### src/rtl/xnor_prbs_pkg.sv
// Shared definitions for the XNOR-feedback PRBS generator/checker pair:
// checker FSM encoding, standard tap masks and the feedback function.
package xnor_prbs_pkg;

    typedef enum logic [1:0] {
        SEED   = 2'd0,
        VERIFY = 2'd1,
        LOCKED = 2'd2
    } chk_state_e;

    // XNOR-form tap masks, bit i set means state[i] feeds back
    localparam logic [6:0]  TAPS_PRBS7  = 7'b1100000;                    // x^7  + x^6  + 1
    localparam logic [14:0] TAPS_PRBS15 = 15'b110000000000000;           // x^15 + x^14 + 1
    localparam logic [22:0] TAPS_PRBS23 = 23'b10000100000000000000000;   // x^23 + x^18 + 1

    // Feedback bit: XNOR reduction of the tapped state bits (callers zero-extend)
    function automatic logic prbs_next(input logic [31:0] state, input logic [31:0] taps);
        return ~^(state & taps);
    endfunction

endpackage

### src/rtl/xnor_lfsr_core.sv
// XNOR LFSR state register with selectable shift-in source (external bit or
// own prediction); shared by the PRBS generator and checker.
module xnor_lfsr_core
    import xnor_prbs_pkg::*;
#(
    parameter int               WIDTH = 7,
    parameter logic [WIDTH-1:0] TAPS  = TAPS_PRBS7
) (
    input  logic             clk,
    input  logic             rst_n,
    input  logic             shift_en,
    input  logic             sel_predict,
    input  logic             in_bit,
    output logic             predict,
    output logic [WIDTH-1:0] state_next
);

    logic [WIDTH-1:0] state_r;
    logic             predict_s;
    logic             sbit_s;
    logic [WIDTH-1:0] state_next_s;

    assign predict_s    = prbs_next(32'(state_r), 32'(TAPS));
    assign sbit_s       = sel_predict ? predict_s : in_bit;
    assign state_next_s = {state_r[WIDTH-2:0], sbit_s};

    // State register: newest bit enters at state[0]
    always_ff @(posedge clk or negedge rst_n) begin
        if (!rst_n) begin
            state_r <= '0;
        end else if (shift_en) begin
            state_r <= state_next_s;
        end else begin
            state_r <= state_r;
        end
    end

    assign predict    = predict_s;
    assign state_next = state_next_s;

endmodule

### config.mk
export PLATFORM = sky130hd
export DESIGN_NAME = xnor_lfsr_core
export DESIGN_NICKNAME = d
export VERILOG_FILES = /design/src/rtl/xnor_prbs_pkg.sv /design/src/rtl/xnor_lfsr_core.sv
export SDC_FILE = /design/constraint.sdc
export NUM_CORES = 1
export LEC_CHECK = 0
export ABC_AREA = 1
export CAP_MARGIN = 15
export CORE_AREA = 2 2 39 41
export DETAILED_ROUTE_END_ITERATION = 6
export DIE_AREA = 0 0 41 43
export SYNTH_ARGS = -nofsm -noshare
export SYNTH_HDL_FRONTEND = slang
export SYNTH_SLANG_ARGS = --single-unit
### constraint.sdc
create_clock -name clk -period 1.3 [get_ports clk]
set_clock_uncertainty 0.2 [all_clocks]
set_input_delay 0.26 -clock clk [delete_from_list [all_inputs] [get_ports clk]]
set_output_delay 0.26 -clock clk [all_outputs]
set_load 0.05 [all_outputs]
==> metrics, run 1 <==
failing checks=negative setup slack; Final Hold Viols=0; Slew Viols, Final=0; max-cap violations=0; Worst-Skew Late Latency=0.25 ns; global route hottest layer=met2; Core ar.=1380 um^2; yosys warns=0; Arrival @ worst endpoint=1.14 ns; die area=1760 um^2; WL/cell=10.1 um; sequential share of the synthesized area=0.491; maximum clock rate=626 MHz; gr ovfl total=0; vias in the first global route=332; worst vdd ir=487 uV; # H-tree levels=1; biggest regs=state_r: 7 flops; critical path launch point type=flip-flop; worst rel slew slack=0.779; DRC marker count from the first detailed-route iteration=5; HPWL after DPL=538 um; most frequent cells in the layout=nand2_1 (13), buf_4 (9), buf_12 (8); Nets=65; status=finished, violations left; placed cell count=65; Die Ht=43 um; r2r endpoint=state_r[0]$_DFFE_PN0P_; internal reg-to-reg setup slack=0.14 ns; Cell Count, Final, Fillers Out=75; FP Rows=14; post-synthesis cell type count=12; area growth from synthesis to layout=72.3%; antenna violations before repair=0; most common cell after layout, fill and taps aside=nand2_1; Crit. End Element=output pin; CP required=0.84 ns; setup TNS=-0.716 ns; final core occ=0.444; cells on worst reg2reg path=6; Synth Register Bits=7; met3 Use GR=0.0471; number of flip-flops in the largest register=7; critical path class=reg -> out; first-pass GRT wire length=1350 um; met1 GRT Util=0.129; CTS Buf Count=3; layout cell share with drive strength beyond 1=0.475; grt met2 use=0.188; CTS sink count=7; CTS tree=yes; Syn Inst Count=42; Routability Congestion=0.698; largest net degree at the start of global routing=11; Synth Net Count=47; P_leak=0.309 nW; Longest Clk Path Bufs=2; worst hold slack=0.0681 ns; Post-Route WL=754 um; Final Worst Setup Slack=-0.297 ns; effective utilization at floorplan=0.258; Die W=41 um; Setup Viol. Count Final=3; reg2reg start=state_r[5]$_DFFE_PN0P_; First-pass DRT Iterations=2; final antenna-violating net count=0; crit share post-route=1.23; DRC=0; Via density=4.11; PwrDens=1580 nW/um^2; Mapped Area=357 um^2; Clock transition at path regs=0.06 ns; Tightest Pin Transition=0.330 ns; Mapped Avg Cell Area=8.49 um^2; num ports=13; GRT Overall Usage=0.118; antenna cells=0; Root Buffer=clkbuf_4; hold buffers post-CTS=0; RSZ-0062 raised after global routing=true; via count=308; hold crit path type=in -> async; input/output buffers=12; Largest Register=state_r; Crit Path Max Fanout=3; Tmin final=1.60 ns
-- final cells by class --
type                            count  area, um^2
Tap cell                           16        20.0
Sequential cell                     7         175
Clock buffer                        3        22.5
Inverter                            4        15.0
Fill cell                         147         769
Clock inverter                      1        5.00
Multi-Input combinational cell     23         111
Timing Repair Buffer               21         265
-- metal layers --
metal  wire length, um  share of wire
met1               266           0.35
met2               452           0.60
met3                34          0.045
met4                 0              0
met5                 0              0
-- cell usage after synthesis --
master	number	area share
nand2_1	14	0.15
buf_4	8	0.17
dfrtp_1	7	0.49
o21ai_0	3	0.042
inv_1	2	0.021
inv_2	2	0.021
and2_1	1	0.018
nand2_2	1	0.018
nand3_1	1	0.014
nand3_2	1	0.028
o21ai_1	1	0.014
or2_0	1	0.018
-- worst max-delay path, cell delays in order, from the launching register on --
cell	delay, ns
dfrtp_1	0.41
inv_2	0.07
nand2_2	0.05
nand3_2	0.07
and2_4	0.16
buf_12	0.13
-- through the flow --
| stage | cell area, um^2 | setup slack (ns) | total power, mW |
|---|---|---|---|
| after floorplan | 360 | -0.00170 | 0.547 |
| after global placement | 539 | -0.401 | 0.732 |
| after detailed placement | 539 | -0.418 | 0.738 |
| after CTS | 614 | -0.303 | 0.982 |
| after global routing | 614 | -0.365 | 1.03 |
| final | 614 | -0.297 | 0.973 |
-- kinds of logic after synthesis --
group                  count (synthesis)  synth area share
buffers and inverters                 12             0.211
flip-flops                             7             0.491
AO/OA/AOI/OAI                          4            0.0561
AND/OR/NAND/NOR                       19             0.242
-- repair_timing --
action                     CTS  global route
gates resized for setup      5             1
setup buffers                6             0
pin swaps                    3             1
setup endpoints to repair    7             8
-- report_power, final --
group / internal [mW] / switching, mW
Sequential: 0.252 / 0.0374
Clock: 0.113 / 0.0839
Combinational: 0.243 / 0.244
-- worst max path at each step --
stage	startpoint	to	slack, ns	cells past startpoint
2_1_floorplan	state_r[5]$_DFFE_PN0P_	predict	-0.002	3
3_3_place_gp	sel_predict	state_next[0]	-0.40	4
3_5_place_dp	sel_predict	state_next[0]	-0.42	4
4_1_cts	state_r[6]$_DFFE_PN0P_	state_next[0]	-0.30	5
5_1_grt	state_r[5]$_DFFE_PN0P_	state_next[0]	-0.37	5
6_report	state_r[5]$_DFFE_PN0P_	state_next[0]	-0.30	5
Power figures use the tool's default switching activity.
==> run 2: changes to the inputs <==
--- a/config.mk
+++ b/config.mk
@@ -10,6 +10,7 @@
 export CORE_AREA = 2 2 39 41
 export DETAILED_ROUTE_END_ITERATION = 6
 export DIE_AREA = 0 0 41 43
+export SKIP_LAST_GASP = 1
 export SYNTH_ARGS = -nofsm -noshare
 export SYNTH_HDL_FRONTEND = slang
 export SYNTH_SLANG_ARGS = --single-unit
==> results of run 2 <==
The final DEF is identical to that of run 1; final timing and power are the same.
